## src/rtl/pellet_renderer.sv

```systemverilog
// Pellet renderer: prefetches one maze tile row from the pellet map during hblank and
// emits registered per-pixel pellet/power-pellet enables. `PELLET_BLINK_EN enables power-pellet blinking.
module pellet_renderer #(
  parameter logic [9:0] MAZE_X0 = 10'd96,
  parameter logic [9:0] MAZE_Y0 = 10'd16,
  parameter logic [9:0] FETCH_X = 10'd640,
  parameter logic [9:0] H_LINES = 10'd525
) (
  input  logic       clk,
  input  logic       reset_n,
  input  logic [9:0] DrawX,
  input  logic [9:0] DrawY,
  input  logic       frame_clk,
  output logic [4:0] read_row,
  output logic [4:0] read_col,
  input  logic       pellet_data,
  output logic       pellet_on,
  output logic       power_on,
  output logic       fetch_busy
);

  localparam int unsigned COL_W    = 5;
  localparam int unsigned ROW_W    = 7;
  localparam int unsigned COLS     = 28;
  localparam int unsigned LAST_COL = COLS - 1;
  localparam logic signed [10:0] MAZE_W = 11'sd224;
  localparam logic signed [10:0] MAZE_H = 11'sd248;

  typedef enum logic {S_IDLE, S_FETCH} state_t;

  state_t             r_state, w_state_nxt;
  logic [COL_W-1:0]   r_read_row, w_row_nxt;
  logic [COL_W-1:0]   r_read_col, w_col_nxt;
  logic [COLS-1:0]    r_linebuf, w_linebuf_nxt;
  logic               r_pellet_on, r_power_on, r_fetch_busy;

  // Current-pixel geometry relative to the maze origin
  logic signed [10:0] w_tx, w_ty;
  logic               w_in_maze;
  logic [COL_W-1:0]   w_col;
  logic [ROW_W-1:0]   w_row;
  logic [2:0]         w_px, w_py;
  logic               w_pwr_tile, w_lb_bit, w_dot_shape, w_pwr_shape, w_blink_vis;

  assign w_tx      = $signed({1'b0, DrawX}) - $signed({1'b0, MAZE_X0});
  assign w_ty      = $signed({1'b0, DrawY}) - $signed({1'b0, MAZE_Y0});
  assign w_in_maze = (w_tx >= 11'sd0) && (w_tx < MAZE_W) && (w_ty >= 11'sd0) && (w_ty < MAZE_H);
  assign w_col     = w_tx[7:3];
  assign w_row     = w_ty[9:3];
  assign w_px      = w_tx[2:0];
  assign w_py      = w_ty[2:0];

  assign w_pwr_tile  = ((w_row == 7'd3) || (w_row == 7'd23)) &&
                       ((w_col == 5'd1) || (w_col == 5'd26));
  assign w_lb_bit    = r_linebuf[w_col];
  assign w_dot_shape = ((w_px == 3'd3) || (w_px == 3'd4)) && ((w_py == 3'd3) || (w_py == 3'd4));
  assign w_pwr_shape = (w_px >= 3'd1) && (w_px <= 3'd6) && (w_py >= 3'd1) && (w_py <= 3'd6);

  // Next scanline (with frame wrap) and its tile row
  logic [9:0]         w_ny_inc, w_ny;
  logic signed [10:0] w_nty;
  logic               w_ny_in;
  logic [COL_W-1:0]   w_nrow;

  assign w_ny_inc = DrawY + 10'd1;
  assign w_ny     = (w_ny_inc == H_LINES) ? 10'd0 : w_ny_inc;
  assign w_nty    = $signed({1'b0, w_ny}) - $signed({1'b0, MAZE_Y0});
  assign w_ny_in  = (w_nty >= 11'sd0) && (w_nty < MAZE_H);
  assign w_nrow   = w_nty[7:3];

  // Blink control
`ifdef PELLET_BLINK_EN
  logic [3:0] r_blink_cnt;

  always_ff @(posedge clk or negedge reset_n) begin
    if (!reset_n) begin
      r_blink_cnt <= 4'd0;
    end else if (frame_clk) begin
      r_blink_cnt <= r_blink_cnt + 4'd1;
    end
  end

  assign w_blink_vis = ~r_blink_cnt[3];
`else
  logic w_unused_frame_clk;
  assign w_unused_frame_clk = frame_clk;
  assign w_blink_vis        = 1'b1;
`endif

  // Prefetch FSM state and datapath registers
  always_ff @(posedge clk or negedge reset_n) begin
    if (!reset_n) begin
      r_state      <= S_IDLE;
      r_read_row   <= '0;
      r_read_col   <= '0;
      r_linebuf    <= '0;
      r_fetch_busy <= 1'b0;
    end else begin
      r_state      <= w_state_nxt;
      r_read_row   <= w_row_nxt;
      r_read_col   <= w_col_nxt;
      r_linebuf    <= w_linebuf_nxt;
      r_fetch_busy <= (w_state_nxt == S_FETCH);
    end
  end

  // Next-state logic; a trigger while fetching is ignored because only IDLE looks at DrawX
  always_comb begin
    w_state_nxt   = r_state;
    w_row_nxt     = r_read_row;
    w_col_nxt     = r_read_col;
    w_linebuf_nxt = r_linebuf;
    case (r_state)
      S_IDLE: begin
        if (DrawX == FETCH_X) begin
          if (w_ny_in) begin
            w_row_nxt   = w_nrow;
            w_col_nxt   = '0;
            w_state_nxt = S_FETCH;
          end else begin
            w_linebuf_nxt = '0;
          end
        end
      end
      S_FETCH: begin
        w_linebuf_nxt[r_read_col] = pellet_data;
        if (r_read_col == COL_W'(LAST_COL)) begin
          w_state_nxt = S_IDLE;
        end else begin
          w_col_nxt = r_read_col + 5'd1;
        end
      end
      default: w_state_nxt = S_IDLE;
    endcase
  end

  // Registered pixel enables (one cycle behind DrawX/DrawY)
  always_ff @(posedge clk or negedge reset_n) begin
    if (!reset_n) begin
      r_pellet_on <= 1'b0;
      r_power_on  <= 1'b0;
    end else begin
      r_pellet_on <= w_in_maze & ~w_pwr_tile & w_lb_bit & w_dot_shape;
      r_power_on  <= w_in_maze & w_pwr_tile & w_lb_bit & w_pwr_shape & w_blink_vis;
    end
  end

  assign read_row   = r_read_row;
  assign read_col   = r_read_col;
  assign pellet_on  = r_pellet_on;
  assign power_on   = r_power_on;
  assign fetch_busy = r_fetch_busy;

endmodule
```

## config.mk

```make
export PLATFORM = sky130hd
export DESIGN_NAME = pellet_renderer
export DESIGN_NICKNAME = d
export VERILOG_FILES = /design/src/rtl/pellet_renderer.sv
export SDC_FILE = /design/constraint.sdc
export NUM_CORES = 1
export LEC_CHECK = 0
export ABC_AREA = 1
export BUFFER_PORTS_ARGS = -buffer_cell sky130_fd_sc_hd__buf_4
export CAP_MARGIN = 15
export CORE_MARGIN = 5
export CORE_UTILIZATION = 47
export DETAILED_ROUTE_END_ITERATION = 6
export PLACE_DENSITY = 0.66
export SLEW_MARGIN = 5
export SYNTH_ARGS = -nofsm -noshare
export SYNTH_HDL_FRONTEND = slang
export SYNTH_SLANG_ARGS = --single-unit
export TNS_END_PERCENT = 30
```

## constraint.sdc

```tcl
create_clock -name clk -period 1.97 [get_ports clk]
set_clock_uncertainty 0.05 [all_clocks]
set_input_delay 0.394 -clock clk [delete_from_list [all_inputs] [get_ports clk]]
set_output_delay 0.394 -clock clk [all_outputs]
set_load 0.05 [all_outputs]
```

==> results of run 1 <==
==> path summary, 6_finish.rpt <==
kind | to | slack, ns | cells after the start
max in group asynchronous | r_linebuf[4]$_DFFE_PN0P_ | 1.47 | 1
worst min register to register | r_linebuf[11]$_DFFE_PN0P_ | 0.42 | 2
worst max register to register | read_col[2]$_DFFE_PN0P_ | 0.22 | 10
worst min-delay path | pellet_on$_DFF_PN0_ | 0.02 | 1
worst max-delay path | r_linebuf[10]$_DFFE_PN0P_ | -0.03 | 17
min in group clk | pellet_on$_DFF_PN0_ | 0.39 | 4
==> metal layers <==
metal	vias to the layer above	global-route usage (%)	routed length [µm]
met5	-	0	0
met4	0	8.18	229
met3	25	3.21	639
met2	125	33.9	4380
met1	1647	31.4	4490
li1	1787	-	-
==> cells by family after synthesis <==
logic type               after synthesis  share of synthesized area [%]
AO/OA/AOI/OAI                         65                           10.5
XOR/XNOR                               6                           1.58
adder cells (fa/ha/maj)               14                           5.28
AND/OR/NAND/NOR                      294                           42.4
flip-flops                            41                           30.9
buffers and inverters                 72                           9.27
==> layout make-up <==
cell class | instances | area (µm²)
fillers | 630 | 2430
repair buffers | 94 | 805
flip-flops and latches | 41 | 1030
multi-input cells | 379 | 2150
clock inverters | 1 | 8.76
clock buffers | 7 | 96.3
inverters | 52 | 195
well taps | 96 | 120
==> power breakdown <==
part           switching [µW]  internal [µW]
combinational             258            198
sequential               17.5            868
clock                     326            324
==> sequential cells by signal, summed over array words and instances, names as in the netlist <==
signal / count
pellet_on: 1
power_on: 1
read_row: 5
read_col: 5
fetch_busy: 1
r_linebuf: 28
==> Yosys cell counts (4+ instances only) <==
cell type	n
ha_1	14
nand2_2	5
nand4_1	8
inv_1	46
nor2_2	4
nand3_2	11
o21ai_0	46
nand3_1	75
xor2_1	5
inv_2	5
dfrtp_1	41
nand2_1	129
a21oi_1	9
nor3_1	8
nor2_1	39
buf_2	5
clkbuf_1	8
==> stage by stage <==
| step | instance area, µm² | utilization (%) | cells | hold slack, ns |
|---|---|---|---|---|
| 3_5_place_dp | 4070 | 59.6 | 656 | 0.366 |
| 4_1_cts | 4200 | 61.4 | 665 | 0.0370 |
| 5_1_grt | 4400 | 64.4 | 670 | 0.0548 |
| 3_3_place_gp | 4070 | 59.6 | 656 | 0.360 |
| 6_report | 4400 | 64.4 | 670 | 0.0184 |
| 2_1_floorplan | 3370 | - | 492 | 0.0484 |
==> repair_timing <==
action / in CTS / in global routing
pin swaps: 1 / 22
endpoints found under the hold margin: 0 / 0
gates resized for setup: 3 / 33
setup buffers: 1 / 2
endpoints found under the setup margin: 36 / 40
cloned: 0 / 3
==> impl_metrics.json, run 1 <==
{
  "cellPowerDensity_nw_per_um2": 453,
  "grt_pass1_wl_um": 15500,
  "period_share_pct": 102,
  "routed_wl_um": 9730,
  "post-route-min-period_ns": 2.00,
  "finalSetupTns_ns": -0.0547,
  "seq_area_frac_synth_pct": 30.9,
  "max_freq_ghz": 0.500,
  "syn_inst": 492,
  "layout_commonest_cell": "nand2_1",
  "die-area_um2": 8840,
  "clock_path_buffers": 2,
  "die_h_um": 94.0,
  "drc": 0,
  "ys_warn_count": 0,
  "violations": "negative setup slack",
  "grt-ovfl-total": 0,
  "hold_viol": 0,
  "synth_ff_type": "dfrtp_1",
  "die_w_um": 94.0,
  "grt_max_degree": 42,
  "synth-edff-count": 0,
  "cts_made_buffers": 5,
  "power.leakage_uw": 0.00209,
  "setup_viol": 4,
  "syn-num-nets": 530,
  "crit_top_cell": "nor2_4",
  "worst_slew_pin_slew_ns": 0.544,
  "finalPower_uw": 1990,
  "clkSlewWorstSetupHoldPaths_ns": 0.08,
  "num_vias": 3584,
  "ir_drop_mv": 0.317,
  "slew_headroom_pct": 63.7,
  "cp_max_fo": 7,
  "drive_gt1_share_pct": 28.9,
  "critPathSlowestCell": "clkbuf_16",
  "max_stage_delay_ns": 0.19,
  "synth_area_leaders": "dfrtp_1 (31%), nand2_1 (15%), nand3_1 (11%)",
  "status": "finished with violations",
  "nNetsFinal": 611,
  "via_per_inst": 5.35,
  "maxSlewViolCount": 0,
  "cts_sinks": 41,
  "gp_congestion": 0.882,
  "critPathLaunch": "DrawY[1]",
  "yosys_register_bits": 41,
  "htreeDepth": 2,
  "io_buffers": 35,
  "hpwl_um": 6930,
  "critPathArrivalTime_ns": 2.14,
  "netlist.top_cell.by_area": "dfrtp_1",
  "worst-path-buf-inv": 4,
  "clockRootBuffer": "clkbuf_8",
  "worstHoldPathType": "input pin to async pin",
  "netlist_area_um2": 3320,
  "cp_cell_sequence": "buf_8, ha_4, nand2_4, nor2_4, nand2_2, nand2_4, ha_4, inv_2, nor2_4, inv_2, o21ai_2, nor2_4, nand3_4, clkbuf_16, nand3_2, nand2_1, nand2_1",
  "reg2reg_from": "read_col[2]$_DFFE_PN0P_",
  "ant_nets": 0,
  "first_pass_iters": 7,
  "rows": 30,
  "first_global_vias": 3252,
  "start_util_pct": 48.6,
  "pre_cts_ws_ns": -0.397,
  "dr.first_iter.drc_count": 197,
  "rsz0062_at_grt": "yes",
  "grt_util_all_layers_pct": 22.1,
  "syn2layout_area_growth_pct": 32.6,
  "endpoint_kind": "register",
  "post_drt_wl_per_cell_um": 14.5,
  "crit_required_ns": 2.11,
  "synth.avg_cell_area_um2": 6.75,
  "layout_common_cells": "nand2_1 (122), buf_4 (84), nand3_1 (64), o21ai_0 (45), inv_1 (44)",
  "antenna_found_initial": 0,
  "ys_types": 36,
  "synth_top_area_share_pct": 30.9,
  "drv_cap": 0,
  "worst_setup_path_start_kind": "input pin",
  "insertion_delay_ns": 0.30,
  "critPathKind": "input pin to register",
  "ios": 37,
  "core-area_um2": 6830,
  "tritoncts": "yes",
  "cts_hold_buf": 0,
  "n_antenna_cell": 0,
  "layout_setup_ws_ns": -0.0311,
  "async_reset_ff_share_pct": 100,
  "cpLargestDelayFamily": "simple AND/OR/NAND/NOR gates"
}
No activity file was read; power rests on OpenSTA's default activity.
==> run 2: changes to the inputs <==
- PLACE_DENSITY: 0.66 -> 0.77
==> run 2 against run 1 <==
The run still ends with negative setup slack left. Flip-flop and latch count unchanged. Die area is the same. Sequential power barely moved. Worst hold slack got worse by 0.0032 ns. Final cell count down 0.45%. Fmax grew 1.5%. Worst setup slack better by 0.031 ns. Critical path depth is 4 lower. Via count increased by 0.67%. Critical endpoint is now read_col[2]$_DFFE_PN0P_.
==> impl_metrics.json, run 2 (synthesis results as in run 1) <==
{
  "rows": 30,
  "rsz0062_at_grt": "yes",
  "post-route-min-period_ns": 1.97,
  "ff2ff_path_depth": 10,
  "worst_setup_path_start_kind": "input pin",
  "power.leakage_uw": 0.00209,
  "r2r_setup_slack_ns": 0.09,
  "reg2reg_to": "read_col[2]$_DFFE_PN0P_",
  "die_h_um": 94.0,
  "crit_top_cell": "nand2_1",
  "hold_viol": 0,
  "cts_sinks": 41,
  "core-area_um2": 6830,
  "die_w_um": 94.0,
  "reg2reg_from": "read_col[2]$_DFFE_PN0P_",
  "drive_gt1_share_pct": 28.4,
  "ant_nets": 0,
  "die-area_um2": 8840,
  "status": "finished with violations",
  "grt-ovfl-total": 0,
  "num_vias": 3608,
  "cellPowerDensity_nw_per_um2": 496,
  "endpoint_kind": "register",
  "top_register": "r_linebuf",
  "critPathSlowestCell": "nand4_1",
  "tritoncts": "yes",
  "ios": 37,
  "clockRootBuffer": "clkbuf_8",
  "grt_pass1_wl_um": 16100,
  "syn2layout_area_growth_pct": 32.3,
  "worstHoldPathType": "input pin to async pin",
  "cp_max_fo": 6,
  "grt_max_degree": 42,
  "antenna_found_initial": 0,
  "max_stage_delay_ns": 0.25,
  "clock_path_buffers": 2,
  "clkSlewWorstSetupHoldPaths_ns": 0.09,
  "cp_cell_sequence": "buf_8, ha_4, nand2_4, nor2_4, nand2_2, nand2_4, ha_4, nor2_1, nand4_4, nand4_1, nand2_1, nand2_1, nand2_1",
  "grt_util_all_layers_pct": 22.7,
  "routed_wl_um": 9760,
  "htreeDepth": 2,
  "crit_required_ns": 2.12,
  "critPathArrivalTime_ns": 2.12,
  "first_pass_iters": 5,
  "n_antenna_cell": 0,
  "layout_commonest_cell": "nand2_1",
  "period_share_pct": 100,
  "maxSlewViolCount": 0,
  "n_fill_cell": 586,
  "critPathKind": "input pin to register",
  "gp_congestion": 0.914,
  "setup_viol": 1,
  "dr.first_iter.drc_count": 354,
  "worst_slew_pin_slew_ns": 0.548,
  "first_global_vias": 3487,
  "cts_made_buffers": 5,
  "drv_cap": 0,
  "post_drt_wl_per_cell_um": 14.6,
  "drc": 0,
  "insertion_delay_ns": 0.30,
  "largest_register_ffs": 28,
  "start_util_pct": 48.6,
  "max_freq_ghz": 0.507,
  "ir_drop_mv": 0.384,
  "nNetsFinal": 608,
  "io_buffers": 35,
  "layout_common_cells": "nand2_1 (121), buf_4 (83), nand3_1 (70), o21ai_0 (44), inv_1 (43)",
  "cts_hold_buf": 0,
  "pre_cts_ws_ns": -0.381,
  "slew_headroom_pct": 63.4,
  "finalPower_uw": 2180,
  "hpwl_um": 6950,
  "via_per_inst": 5.41,
  "layout_setup_ws_ns": -0.000551,
  "violations": "negative setup slack"
}
[run 2: cell count changes in the layout (fill, tap and decap cells not counted), moves of 2 or more]
cell	delta
ha_1	-2
nand3_2	-6
nand3_1	+6
clkbuf_16	-2
ha_4	+2
clkbuf_8	-2
bufinv_16	+2
[run 2: final cells by class]
| class | instances | area [µm²] | share of cell area [%] |
|---|---|---|---|
| tap | 96 | 120 | 2.74 |
| clock buffer | 5 | 68.8 | 1.57 |
| multi-input combinational | 379 | 2160 | 49.1 |
| inverter | 52 | 198 | 4.50 |
| clock inverter | 3 | 68.8 | 1.57 |
| timing repair buffer | 91 | 752 | 17.1 |
| sequential | 41 | 1030 | 23.4 |
[run 2: timing repair]
action / 4_1_cts / 5_1_grt
pin swaps: 14 / 16
buffers inserted: 4 / 4
gates resized for setup: 12 / 27
setup endpoints to repair: 37 / 40
[run 2: per-stage QoR]
step	setup TNS [ns]	instance area [µm²]	cells	hold WS (ns)	util (%)
2_1_floorplan	-1.16	3370	492	0.0484	-
3_5_place_dp	-13.80	4050	651	0.368	59.2
6_report	-0.000551	4390	667	0.0152	64.3
5_1_grt	-2.66	4390	667	0.0667	64.3
3_3_place_gp	-10.14	4050	651	0.366	59.2
4_1_cts	0	4270	663	0.0390	62.5
[run 2: critical path: cells and delay by family]
kind | cells | cell delay [ns]
adders and majority gates | 2 | 0.37
buffers and inverters | 1 | 0.09
and+or+nand+nor | 10 | 1.27
[run 2: worst max-delay path by stage]
stage | endpoint | slack, ns | startpoint | cells past startpoint
2_1_floorplan | r_linebuf[27]$_DFFE_PN0P_ | -0.09 | DrawY[1] | 17
3_3_place_gp | read_col[2]$_DFFE_PN0P_ | -0.29 | DrawY[1] | 15
3_5_place_dp | read_col[2]$_DFFE_PN0P_ | -0.38 | DrawY[1] | 15
4_1_cts | r_linebuf[7]$_DFFE_PN0P_ | 0.006 | DrawY[0] | 17
5_1_grt | read_col[2]$_DFFE_PN0P_ | -0.13 | DrawY[0] | 16
6_report | read_col[2]$_DFFE_PN0P_ | -0.0006 | DrawY[0] | 13
[run 2: power breakdown]
group	internal, µW	switching (µW)
logic	193	264
clock network	510	324
registers	868	17.2
total	1570	605
[run 2: routing by layer]
| layer | GRT usage, % | part of all wire, % | routed length (µm) |
|---|---|---|---|
| met1 | 28.6 | 41 | 4020 |
| met2 | 40.0 | 50 | 4900 |
| met3 | 3.29 | 7.5 | 731 |
| met4 | 6.74 | 1.2 | 116 |
| met5 | 0 | 0 | 0 |
==> run 3: changes to the inputs <==
==> constraint.sdc (replaced) <==
create_clock -name clk -period 2.4 [get_ports clk]
set_clock_uncertainty 0.05 [all_clocks]
set_input_delay 0.48 -clock clk [delete_from_list [all_inputs] [get_ports clk]]
set_output_delay 0.48 -clock clk [all_outputs]
set_load 0.02 [all_outputs]
==> run 3 against run 2 <==
The flow now finishes without violations. Final area shrank 11%. Final cell count is 4.6% lower. First-iteration DRC count down 57%.
==> impl_metrics.json, run 3 (synthesis results as in run 1) <==
{
  "io_buffers": 35,
  "seqPwrFrac_pct": 48.3,
  "nNetsFinal": 577,
  "rsz0062_at_grt": "no",
  "slew_headroom_pct": 62.5,
  "clockRootBuffer": "clkbuf_8",
  "ios": 37,
  "cp_cell_sequence": "buf_4, ha_1, nand2_2, nor2_4, nand2_2, nand2_4, ha_1, inv_1, nor2_1, a21oi_1, nor2_2, nand4_1, nand2_2, nand2_1, nand2_1",
  "setup_viol": 0,
  "ir_drop_mv": 0.247,
  "ctsResizeCount": 0,
  "finalPower_uw": 1500,
  "post_drt_wl_per_cell_um": 14.5,
  "hold_viol": 0,
  "htreeDepth": 2,
  "final_cells": 636,
  "clock_path_buffers": 2,
  "p_sw_uw": 470,
  "die_w_um": 94.0,
  "r2r_setup_slack_ns": 0.44,
  "tritoncts": "yes",
  "first_global_vias": 3456,
  "reg2reg_to": "read_col[2]$_DFFE_PN0P_",
  "ant_nets": 0,
  "gp_congestion": 0.913,
  "antenna_found_initial": 0,
  "core-area_um2": 6830,
  "critPathKind": "input pin to register",
  "finalSetupTns_ns": 0,
  "crit_top_cell": "nand2_2",
  "critPathSlowestCell": "nand4_1",
  "cp_max_fo": 6,
  "p_sw_share_pct": 31.2,
  "num_vias": 3456,
  "worst_setup_path_start_kind": "input pin",
  "grt-ovfl-total": 0,
  "drv_cap": 0,
  "start_util_pct": 48.6,
  "post-route-min-period_ns": 2.23,
  "cts_made_buffers": 5,
  "layout_commonest_cell": "nand2_1",
  "syn2layout_area_growth_pct": 17.8,
  "cellPowerDensity_nw_per_um2": 385,
  "top_register": "r_linebuf",
  "max_stage_delay_ns": 0.32,
  "hpwl_um": 6620,
  "period_share_pct": 93.0,
  "max_freq_ghz": 0.448,
  "hold_slack_ns": 0.110,
  "clkPwrFrac_pct": 31.6,
  "power.leakage_uw": 0.00189,
  "cts_hold_buf": 0,
  "status": "completed",
  "reg2reg_from": "read_col[2]$_DFFE_PN0P_",
  "largest_register_ffs": 28,
  "worstHoldPathType": "input pin to async pin",
  "insertion_delay_ns": 0.30,
  "cts_sinks": 41,
  "intPower_uw": 1030,
  "n_antenna_cell": 0,
  "die-area_um2": 8840,
  "clkSlewWorstSetupHoldPaths_ns": 0.09,
  "drc": 0,
  "die_h_um": 94.0,
  "first_pass_iters": 5,
  "drive_gt1_share_pct": 19.1,
  "rows": 30,
  "dr.first_iter.drc_count": 153,
  "cts_setup_buffers": 0,
  "layout_common_cells": "nand2_1 (128), nand3_1 (75), buf_4 (57), inv_1 (46), o21ai_0 (46)",
  "crit_required_ns": 2.59,
  "via_per_inst": 5.43,
  "maxSlewViolCount": 0,
  "routed_wl_um": 9220,
  "endpoint_kind": "register",
  "critPathArrivalTime_ns": 2.42,
  "dp_cells": 628,
  "ff2ff_path_depth": 10,
  "grt_pass1_wl_um": 15700,
  "pwr-share-comb_pct": 20.1,
  "worst_slew_pin_slew_ns": 0.563,
  "grt_max_degree": 42,
  "grt_util_all_layers_pct": 22.2
}
-- run 3: power groups by stage --
stage	combinational, µW	clock (µW)	sequential [µW]
3_5_place_dp	301	0	740
3_3_place_gp	292	0	739
5_1_grt	340	515	729
6_report	303	475	727
2_1_floorplan	179	0	737
4_1_cts	302	490	726
-- run 3: per-layer routing --
metal | vias up | global-route usage, % | part of all wire [%]
li1 | 1709 | - | -
met1 | 1611 | 27.3 | 43
met2 | 117 | 39.1 | 49
met3 | 19 | 3.13 | 5.3
met4 | 0 | 8.18 | 2.0
met5 | - | 0 | 0
-- run 3: how the worst max path moves through the flow --
stage                                 to  depth (start not counted)  startpoint  slack [ns]
6_report         read_col[2]$_DFFE_PN0P_                         15    DrawY[0]        0.17
5_1_grt          read_col[4]$_DFFE_PN0P_                         17    DrawY[0]        0.01
4_1_cts          read_col[2]$_DFFE_PN0P_                         15    DrawY[0]        0.18
3_5_place_dp     read_col[2]$_DFFE_PN0P_                         15    DrawY[0]       -0.11
3_3_place_gp     read_col[4]$_DFFE_PN0P_                         15    DrawY[0]       -0.02
2_1_floorplan  r_linebuf[27]$_DFFE_PN0P_                         17    DrawY[0]        0.14
-- run 3: area by class of cell --
type / count / area [µm²]
Clock buffer: 5 / 68.8
Clock inverter: 3 / 22.5
Fill cell: 665 / 2920
Inverter: 52 / 195
Multi-Input combinational cell: 379 / 1990
Sequential cell: 41 / 1030
Tap cell: 96 / 120
Timing Repair Buffer: 60 / 488
-- run 3: critical path, delay by kind of cell --
| kind | cells | cell delay (ns) |
|---|---|---|
| AO/OA/AOI/OAI | 1 | 0.09 |
| buffers and inverters | 2 | 0.15 |
| AND/OR/NAND/NOR | 10 | 1.33 |
| adder cells (fa/ha/maj) | 2 | 0.38 |
-- run 3: stage by stage --
step                util, %  cell area [µm²]  worst slack [ns]
floorplan                 -             3320             0.145
global placement       55.8             3810           -0.0224
detailed placement     55.8             3810            -0.114
CTS                    57.2             3910             0.183
global route           57.2             3910            0.0139
finish                 57.2             3910             0.168
